--- config.mk ---
export PLATFORM = sky130hd
export DESIGN_NAME = mem_arbiter_flat
export DESIGN_NICKNAME = d
export VERILOG_FILES = /design/src/rtl/riscv_pkg.sv /design/src/rtl/mem_arbiter_if.sv /design/src/rtl/mem_arbiter_rr_picker.sv /design/src/rtl/mem_arbiter.sv /design/src/flat_wrapper.sv
export SDC_FILE = /design/constraint.sdc
export NUM_CORES = 1
export LEC_CHECK = 0
export CAP_MARGIN = 5
export CELL_PAD_IN_SITES_DETAIL_PLACEMENT = 0
export CELL_PAD_IN_SITES_GLOBAL_PLACEMENT = 1
export CORE_ASPECT_RATIO = 0.75
export CORE_MARGIN = 2
export CORE_UTILIZATION = 24
export CTS_CLUSTER_SIZE = 25
export DETAILED_ROUTE_END_ITERATION = 12
export HOLD_SLACK_MARGIN = 0.15
export PLACE_DENSITY_LB_ADDON = 0.1
export REMOVE_ABC_BUFFERS = 1
export SLEW_MARGIN = 15
export SYNTH_ARGS = -nofsm -noshare
export SYNTH_HDL_FRONTEND = slang
export SYNTH_SLANG_ARGS = --single-unit
export TNS_END_PERCENT = 100
--- constraint.sdc ---
create_clock -name clk -period 4.1 [get_ports clk]
set_input_delay 0.41 -clock clk [delete_from_list [all_inputs] [get_ports clk]]
set_output_delay 0.41 -clock clk [all_outputs]
set_load 0.1 [all_outputs]
--- src/rtl/riscv_pkg.sv ---
// Shared types for the memory arbiter: FSM state encoding, arbitration mode,
// default sizing and a modulo-increment helper for the round-robin pointer.
package riscv_pkg;

  typedef enum logic [1:0] {
    IDLE  = 2'd0,
    ISSUE = 2'd1,
    WAIT  = 2'd2
  } arb_state_t;

  typedef enum logic {
    ARB_FIXED       = 1'b0,
    ARB_ROUND_ROBIN = 1'b1
  } arb_mode_e;

  localparam int XLEN_DEFAULT      = 32;
  localparam int NUM_PORTS_DEFAULT = 2;

  function automatic int wrap_inc(input int idx, input int n);
    return (idx + 1 >= n) ? 0 : idx + 1;
  endfunction

endpackage

--- src/rtl/mem_arbiter_if.sv ---
// Bundle of requester-side and memory-side signals around the arbiter.
// slave = the arbiter's view; master = the requesters plus memory around it.
interface mem_arbiter_if #(
  parameter int XLEN      = 32,
  parameter int NUM_PORTS = 2
);
  // Handshakes: a request transfers on a cycle where valid and ready are both
  // high; valid may drop before ready without side effects. resp_valid and
  // mem_resp_valid are single-cycle pulses with no back-pressure.
  logic [NUM_PORTS-1:0]                 req_valid;
  logic [NUM_PORTS-1:0]                 req_ready;
  logic [NUM_PORTS-1:0]                 req_write;
  logic [NUM_PORTS-1:0][XLEN-1:0]       req_address;
  logic [NUM_PORTS-1:0][XLEN-1:0]       req_write_data;
  logic [NUM_PORTS-1:0][XLEN/8-1:0]     req_byte_enable;
  logic [NUM_PORTS-1:0]                 resp_valid;
  logic [XLEN-1:0]                      resp_read_data;

  logic                                 mem_valid;
  logic                                 mem_ready;
  logic                                 mem_write;
  logic [XLEN-1:0]                      mem_address;
  logic [XLEN-1:0]                      mem_write_data;
  logic [XLEN/8-1:0]                    mem_byte_enable;
  logic                                 mem_resp_valid;
  logic [XLEN-1:0]                      mem_read_data;

  modport slave (
    input  req_valid, req_write, req_address, req_write_data, req_byte_enable,
    output req_ready, resp_valid, resp_read_data,
    output mem_valid, mem_write, mem_address, mem_write_data, mem_byte_enable,
    input  mem_ready, mem_resp_valid, mem_read_data
  );

  modport master (
    output req_valid, req_write, req_address, req_write_data, req_byte_enable,
    input  req_ready, resp_valid, resp_read_data,
    input  mem_valid, mem_write, mem_address, mem_write_data, mem_byte_enable,
    output mem_ready, mem_resp_valid, mem_read_data
  );

endinterface

--- src/rtl/mem_arbiter_rr_picker.sv ---
// Combinational winner selection: scans the request vector from a start index
// (round-robin) or from index 0 (fixed) and returns a one-hot grant and index.
module rr_picker
  import riscv_pkg::*;
#(
  parameter int NUM_PORTS = 2,
  localparam int IW = $clog2(NUM_PORTS)
) (
  input  logic [NUM_PORTS-1:0] req,
  input  logic [IW-1:0]        start,
  input  arb_mode_e            mode,
  output logic [NUM_PORTS-1:0] grant,
  output logic [IW-1:0]        index,
  output logic                 found
);

  int pos;

  always_comb begin
    grant = '0;
    index = '0;
    found = 1'b0;
    pos   = 0;
    for (int off = 0; off < NUM_PORTS; off++) begin
      pos = (mode == ARB_FIXED) ? off : int'(start) + off;
      if (pos >= NUM_PORTS) pos = pos - NUM_PORTS;
      if (!found && req[IW'(pos)]) begin
        found            = 1'b1;
        grant[IW'(pos)]  = 1'b1;
        index            = IW'(pos);
      end
    end
  end

endmodule

--- src/rtl/mem_arbiter.sv ---
// Multiplexes NUM_PORTS load/store requesters onto a single memory port with
// one transaction outstanding; the granted port receives the completion pulse.
module mem_arbiter
  import riscv_pkg::*;
#(
  parameter int        XLEN      = XLEN_DEFAULT,
  parameter int        NUM_PORTS = NUM_PORTS_DEFAULT,
  parameter arb_mode_e ARB_MODE  = ARB_ROUND_ROBIN
) (
  input  logic         clk,
  input  logic         n_rst,
  mem_arbiter_if.slave bus,
  output arb_state_t   dbg_state
);

  localparam int IW = $clog2(NUM_PORTS);
  localparam int BW = XLEN / 8;

  arb_state_t           state_q, state_d;
  logic [IW-1:0]        grant_q, last_grant_q, start_idx, pick_idx;
  logic [NUM_PORTS-1:0] pick_grant;
  logic                 pick_found;
  logic                 accept;

  logic                 write_q;
  logic [XLEN-1:0]      address_q, write_data_q;
  logic [BW-1:0]        byte_enable_q;

  logic [NUM_PORTS-1:0] req_ready_c, resp_valid_c;
  logic                 mem_valid_c;

  assign start_idx = IW'(wrap_inc(int'(last_grant_q), NUM_PORTS));

  rr_picker #(.NUM_PORTS(NUM_PORTS)) u_picker (
    .req   (bus.req_valid),
    .start (start_idx),
    .mode  (ARB_MODE),
    .grant (pick_grant),
    .index (pick_idx),
    .found (pick_found)
  );

  // Gated by n_rst so no ready leaks out combinationally while reset is held.
  assign accept = (state_q == IDLE) && pick_found && n_rst;

  always_comb begin
    state_d      = state_q;
    req_ready_c  = '0;
    resp_valid_c = '0;
    mem_valid_c  = 1'b0;
    case (state_q)
      IDLE: begin
        if (accept) begin
          req_ready_c = pick_grant;
          state_d     = ISSUE;
        end
      end
      ISSUE: begin
        mem_valid_c = 1'b1;
        if (bus.mem_ready) begin
          if (bus.mem_resp_valid) begin
            resp_valid_c[grant_q] = 1'b1;
            state_d               = IDLE;
          end else begin
            state_d = WAIT;
          end
        end
      end
      WAIT: begin
        if (bus.mem_resp_valid) begin
          resp_valid_c[grant_q] = 1'b1;
          state_d               = IDLE;
        end
      end
      default: state_d = IDLE;
    endcase
  end

  always_ff @(posedge clk or negedge n_rst) begin
    if (!n_rst) begin
      state_q       <= IDLE;
      grant_q       <= '0;
      last_grant_q  <= IW'(NUM_PORTS - 1);
      write_q       <= 1'b0;
      address_q     <= '0;
      write_data_q  <= '0;
      byte_enable_q <= '0;
    end else begin
      state_q <= state_d;
      if (accept) begin
        grant_q       <= pick_idx;
        last_grant_q  <= pick_idx;
        write_q       <= bus.req_write[pick_idx];
        address_q     <= bus.req_address[pick_idx];
        write_data_q  <= bus.req_write_data[pick_idx];
        byte_enable_q <= bus.req_byte_enable[pick_idx];
      end
    end
  end

  assign bus.req_ready       = req_ready_c;
  assign bus.resp_valid      = resp_valid_c;
  assign bus.resp_read_data  = bus.mem_read_data;
  assign bus.mem_valid       = mem_valid_c;
  assign bus.mem_write       = write_q;
  assign bus.mem_address     = address_q;
  assign bus.mem_write_data  = write_data_q;
  assign bus.mem_byte_enable = byte_enable_q;
  assign dbg_state           = state_q;

endmodule

--- src/flat_wrapper.sv ---
// flat-port wrapper written by rule: the top's interface ports become plain ports
module mem_arbiter_flat import riscv_pkg::*;
#(
  parameter int        XLEN      = XLEN_DEFAULT,
  parameter int        NUM_PORTS = NUM_PORTS_DEFAULT,
  parameter arb_mode_e ARB_MODE  = ARB_ROUND_ROBIN
)
  (clk, n_rst, dbg_state, bus_req_valid, bus_req_write, bus_req_address, bus_req_write_data, bus_req_byte_enable, bus_req_ready, bus_resp_valid, bus_resp_read_data, bus_mem_valid, bus_mem_write, bus_mem_address, bus_mem_write_data, bus_mem_byte_enable, bus_mem_ready, bus_mem_resp_valid, bus_mem_read_data);
  mem_arbiter_if #(.XLEN(XLEN), .NUM_PORTS(NUM_PORTS)) bus_i ();
  input  logic clk;
  input  logic n_rst;
  output arb_state_t dbg_state;
  input wire logic [$bits(bus_i.req_valid)-1:0] bus_req_valid;
  input wire logic [$bits(bus_i.req_write)-1:0] bus_req_write;
  input wire logic [$bits(bus_i.req_address)-1:0] bus_req_address;
  input wire logic [$bits(bus_i.req_write_data)-1:0] bus_req_write_data;
  input wire logic [$bits(bus_i.req_byte_enable)-1:0] bus_req_byte_enable;
  output wire logic [$bits(bus_i.req_ready)-1:0] bus_req_ready;
  output wire logic [$bits(bus_i.resp_valid)-1:0] bus_resp_valid;
  output wire logic [$bits(bus_i.resp_read_data)-1:0] bus_resp_read_data;
  output wire logic [$bits(bus_i.mem_valid)-1:0] bus_mem_valid;
  output wire logic [$bits(bus_i.mem_write)-1:0] bus_mem_write;
  output wire logic [$bits(bus_i.mem_address)-1:0] bus_mem_address;
  output wire logic [$bits(bus_i.mem_write_data)-1:0] bus_mem_write_data;
  output wire logic [$bits(bus_i.mem_byte_enable)-1:0] bus_mem_byte_enable;
  input wire logic [$bits(bus_i.mem_ready)-1:0] bus_mem_ready;
  input wire logic [$bits(bus_i.mem_resp_valid)-1:0] bus_mem_resp_valid;
  input wire logic [$bits(bus_i.mem_read_data)-1:0] bus_mem_read_data;
  assign bus_i.req_valid = bus_req_valid;
  assign bus_i.req_write = bus_req_write;
  assign bus_i.req_address = bus_req_address;
  assign bus_i.req_write_data = bus_req_write_data;
  assign bus_i.req_byte_enable = bus_req_byte_enable;
  assign bus_req_ready = bus_i.req_ready;
  assign bus_resp_valid = bus_i.resp_valid;
  assign bus_resp_read_data = bus_i.resp_read_data;
  assign bus_mem_valid = bus_i.mem_valid;
  assign bus_mem_write = bus_i.mem_write;
  assign bus_mem_address = bus_i.mem_address;
  assign bus_mem_write_data = bus_i.mem_write_data;
  assign bus_mem_byte_enable = bus_i.mem_byte_enable;
  assign bus_i.mem_ready = bus_mem_ready;
  assign bus_i.mem_resp_valid = bus_mem_resp_valid;
  assign bus_i.mem_read_data = bus_mem_read_data;
  mem_arbiter #(.XLEN(XLEN), .NUM_PORTS(NUM_PORTS), .ARB_MODE(ARB_MODE)) u_core (.clk(clk), .n_rst(n_rst), .bus(bus_i), .dbg_state(dbg_state));
endmodule
==> flow_summary.yaml, run 1 <==
clock_network:
  clk_path_buf_depth: 2
  cts_tree: "built"
  path_clk_slew_ns: 0.06
  root_buffer: "clkbuf_16"
  insertion_delay_ns: 0.33
  cts.htree.levels: 3
  cts_made_buffers: 9
  postCtsSetupRepairBufs: 0
  cts.sinks: 73
yosys:
  ys.flop_type: "dfrtp_1"
  async_flop_share: 1.00
  synth_edf_count: 0
  seq_area_frac_synth: 0.524
  synth_most_common_cell: "dfrtp_1"
  yosysWarningCount: 0
  synth_area_leaders: "dfrtp_1 (52%), o22ai_1 (12%), o21ai_0 (8.5%)"
  synth_top_area_share: 0.516
  syn_area_sq_mm: 0.00349
  syn_inst: 370
  ys_ff_latch: 73
  ys_top_cells_by_count: "dfrtp_1 (72), nand2_1 (71), o22ai_1 (69)"
  synth.distinct_cells: 28
  synth_area_leader_cell: "dfrtp_1"
  syn_area_per_cell_sq_um: 9.43
placement:
  dpl.hpwl_um: 9290
  gp_congestion: 0.682
  port_buffers: 217
floorplan:
  core-area_sq_mm: 0.0144
  ios: 284
  fp.dieH_um: 108
  start_util: 0.243
  die_area_sq_mm: 0.0155
  die_w_um: 143
  num_rows: 38
drt:
  avgRoutedWirePerCell_um: 16.3
  vias: 3206
  ant_nets: 0
  drt_pass1_iterations: 4
  post-route-drc-count: 0
  vias_per_cell: 4.30
  wirelength_um: 12200
  first_iter_violations: 104
finish:
  drive_above_1_share: 0.0477
  final_nets: 719
  final_core_util: 0.410
  fillers: 1439
  area_delta_synth_final_pct: 68.5
  antenna_cells: 0
sta:
  tightest_slew_ns: 1.02
  post-route-period-util: 0.708
  timing.fmax_mhz: 344
  relSlewSlack: 0.316
  hold_violations: 0
  maxSlewViolCount: 0
  fin_skew_ns: 0.00426
  fin_crit_ns: 2.90
  rsz0062_at_grt: "no"
  fin_hold_ws_ns: 0.474
  setup_violations: 0
setup_path:
  worstSetupEndpointType: "output port"
  critPathKind: "register to output port"
  cp_max_fo: 3
  cpPeakStageDelay_ns: 1.16
  crit_path_top_delay_cell: "clkdlybuf4s50_1"
  cp.required_ns: 3.69
  cp.arrival_ns: 2.49
  start_kind: "register"
  crit_chain: "inv_1 > ha_1 > nand2_1 > nor3b_1 > clkdlybuf4s50_1"
grt:
  antenna_found_initial: 0
  grt.overflow.total: 0
  first_global_vias: 2986
  grt_pass1_wl_um: 17600
  grt_usage: 0.154
  grt_max_degree: 94
run_status:
  outcome: "completed"
hold_path:
  hold_path_class: "register to register"
flow_run:
  cap_violations: 0
final timing paths:
| check | start | end | slack [ns] | depth (start not counted) |
|---|---|---|---|---|
| worst max-delay path | u_core.dbg_state[0]$_DFFE_PN0P_ | bus_resp_valid[1] | 1.20 | 5 |
| worst min-delay path | u_core.bus.mem_write_data[19]$_DFFE_PN0P_ | u_core.bus.mem_write_data[19]$_DFFE_PN0P_ | 0.47 | 2 |
| worst max register to register | u_core.dbg_state[0]$_DFFE_PN0P_ | u_core.bus.mem_address[28]$_DFFE_PN0P_ | 1.88 | 5 |
| worst min register to register | u_core.bus.mem_write_data[19]$_DFFE_PN0P_ | u_core.bus.mem_write_data[19]$_DFFE_PN0P_ | 0.47 | 2 |
| max in group asynchronous | n_rst | u_core.bus.mem_address[30]$_DFFE_PN0P_ | 2.61 | 3 |
| min in group asynchronous | n_rst | u_core.bus.mem_write$_DFFE_PN0P_ | 0.59 | 2 |
sequential cells by signal, summed over array words and instances, names as in the netlist:
| signal | cells |
|---|---|
| u_core.bus.mem_byte_enable | 4 |
| u_core.dbg_state | 2 |
| u_core.bus.mem_address | 32 |
| u_core.bus.mem_write | 1 |
| u_core.bus.mem_write_data | 32 |
| u_core.grant_q | 1 |
| u_core.last_grant_q | 1 |
logic make-up after synthesis:
logic type,synth area share
AOI/OAI and AO/OA,0.231
xor gates and xnor gates,0.00251
adders and majority gates,0.0108
buffers and inverters,0.131
DFF,0.524
muxes,0.00287
other,0.00107
and+or+nand+nor,0.0972
timing repair:
action,4_1_cts,5_1_grt
endpoints found under the hold margin,30,0
resized for setup,0,0
hold buffers,1,0
critical path, delay by kind of cell (launching register included):
| family | cells | cell delay, ns |
|---|---|---|
| and+or+nand+nor | 2 | 0.25 |
| buffers and inverters | 2 | 1.25 |
| DFF | 1 | 0.38 |
| adders and majority gates | 1 | 0.29 |
layer usage:
layer	up-vias	track usage	part of all wire
met2	192	0.202	0.38
met5	-	0.0197	0
met3	10	0.106	0.15
li1	1614	-	-
met4	0	0.0441	0.010
met1	1390	0.199	0.46
area by class of cell:
| type | count | area (sq um) | area share |
|---|---|---|---|
| tap | 200 | 250 | 0.0426 |
| sequential | 73 | 1830 | 0.311 |
| timing repair buffer | 223 | 2210 | 0.377 |
| inverter | 3 | 11.3 | 0.00191 |
| clock inverter | 6 | 130 | 0.0221 |
| multi-input combinational | 230 | 1220 | 0.207 |
| clock buffer | 10 | 229 | 0.0389 |
cells in the final DEF (no fill, tap or decap), drive strengths merged, types with 3 or more instances in the layout:
master	n
buf	7
bufinv	4
clkbuf	10
clkdlybuf4s50	215
dfrtp	72
ha	3
inv	3
nand2	71
nor2	3
nor2b	3
o21ai	69
o22ai	69
metrics by stage:
| stage | cells | worst slack, ns | area [sq um] | setup TNS [ns] |
|---|---|---|---|---|
| finish | 745 | 1.20 | 5880 | 0 |
| detailed placement | 728 | 1.34 | 5510 | 0 |
| global route | 745 | 0.998 | 5880 | 0 |
| CTS | 745 | 1.16 | 5880 | 0 |
| floorplan | 306 | -0.650 | 3040 | -2.19 |
| global placement | 728 | 1.34 | 5510 | 0 |
Power of run 1 is left out: the tool's default activity adds up to more than one toggle a clock period on the data nets, which glitch-free logic cannot reach.
==> inputs of run 2 (changes only) <==
Settings changed: CORE_UTILIZATION 24 to 22.
Clock period 4.1 ns to 2.8 ns, I/O delays scaled along.
==> flow_summary.yaml, run 2 (synthesized netlist as in run 1, its figures left out) <==
run_status:
  outcome: "completed"
finish:
  area_delta_synth_final_pct: 61.6
  final_area_sq_mm: 0.00564
  finalNonFillerCells: 750
  final_cell_mix: "clkdlybuf4s50_1 (141), buf_4 (80), dfrtp_1 (72)"
  drive_above_1_share: 0.182
  final_nets: 720
  antenna_cells: 0
  layout_commonest_cell: "clkdlybuf4s50_1"
drt:
  first_iter_violations: 88
  avgRoutedWirePerCell_um: 16.8
  ant_nets: 0
  post-route-drc-count: 0
  vias_per_cell: 4.34
  vias: 3252
  wirelength_um: 12600
  drt_pass1_iterations: 4
sta:
  timing.fmax_mhz: 447
  setup_violations: 0
  tns_ns: 0
  rsz0062_at_grt: "no"
  relSlewSlack: 0.577
  setup_ws_ns: 0.564
  fin_skew_ns: 0.00624
  post-route-period-util: 0.799
  fin_crit_ns: 2.24
  maxSlewViolCount: 0
  tightest_slew_ns: 0.635
  hold_violations: 0
placement:
  placed_area_sq_mm: 0.00537
  gp_congestion: 0.770
  dpl.hpwl_um: 9370
  placed_cells: 734
  dp_slack_ns: 0.746
  port_buffers: 217
floorplan:
  start_util: 0.227
  core-area_sq_mm: 0.0154
  ios: 284
  die_w_um: 149
  num_rows: 39
  die_area_sq_mm: 0.0169
  fp.dieH_um: 113
setup_path:
  critPathKind: "register to output port"
  start_kind: "register"
  cp_max_fo: 32
  cp.arrival_ns: 1.96
  worstSetupEndpointType: "output port"
  cp.required_ns: 2.52
clock_network:
  clk_path_buf_depth: 2
  postCtsSetupRepairBufs: 0
  cts.htree.levels: 3
  insertion_delay_ns: 0.34
  path_clk_slew_ns: 0.06
  cts.sinks: 73
  cts_made_buffers: 9
  cts_tree: "built"
  root_buffer: "clkbuf_16"
flow_run:
  cap_violations: 0
grt:
  grt_pass1_wl_um: 18800
  grt_usage: 0.149
  grt.overflow.total: 0
  first_global_vias: 3236
  grt_max_degree: 140
  antenna_found_initial: 0
hold_path:
  hold_path_class: "primary input to asynchronous set/reset pin"
[run 2: cell type report]
class / count / area [sq um]
well taps: 205 / 256
repair buffers: 224 / 2060
inverters: 3 / 11.3
clock buffers: 12 / 246
multi-input cells: 230 / 1220
fillers: 1600 / 9730
flip-flops and latches: 73 / 1830
clock inverters: 3 / 17.5
[run 2: per-layer routing]
| metal | GRT usage | part of all wire |
|---|---|---|
| met1 | 0.191 | 0.44 |
| met2 | 0.194 | 0.38 |
| met3 | 0.104 | 0.17 |
| met4 | 0.0470 | 0.013 |
| met5 | 0.0147 | 0 |
[run 2: worst max-delay path, stage by stage, from the launching register on]
cell and delay [ns]:
dfstp_2 0.94, inv_1 0.15, nor2_1 0.31, buf_12 0.22
[run 2: per-stage QoR]
stage           util  hold slack, ns
4_1_cts        0.367           0.315
3_5_place_dp   0.349           0.146
2_1_floorplan      -         -0.0156
5_1_grt        0.367           0.336
3_3_place_gp   0.349           0.145
6_report       0.367           0.331
[run 2: path summary, 6_finish.rpt]
path	startpoint	endpoint	slack, ns	cells past startpoint
setup / recovery	u_core.last_grant_q$_DFFE_PN1P_	bus_req_ready[0]	0.56	3
hold / removal	n_rst	u_core.bus.mem_address[19]$_DFFE_PN0P_	0.33	2
setup reg to reg	u_core.last_grant_q$_DFFE_PN1P_	u_core.bus.mem_write_data[27]$_DFFE_PN0P_	0.87	3
hold reg to reg	u_core.bus.mem_address[1]$_DFFE_PN0P_	u_core.bus.mem_address[1]$_DFFE_PN0P_	0.48	2
max in group asynchronous	n_rst	u_core.bus.mem_write_data[17]$_DFFE_PN0P_	1.71	3
min in group clk	u_core.bus.mem_address[1]$_DFFE_PN0P_	u_core.bus.mem_address[1]$_DFFE_PN0P_	0.48	2
[run 2: timing repair]
item,4_1_cts,5_1_grt
resized for setup,0,0
hold endpoints to repair,15,0
setup endpoints to repair,0,0
hold buffers,1,0
Power of run 2 is left out for the same reason.
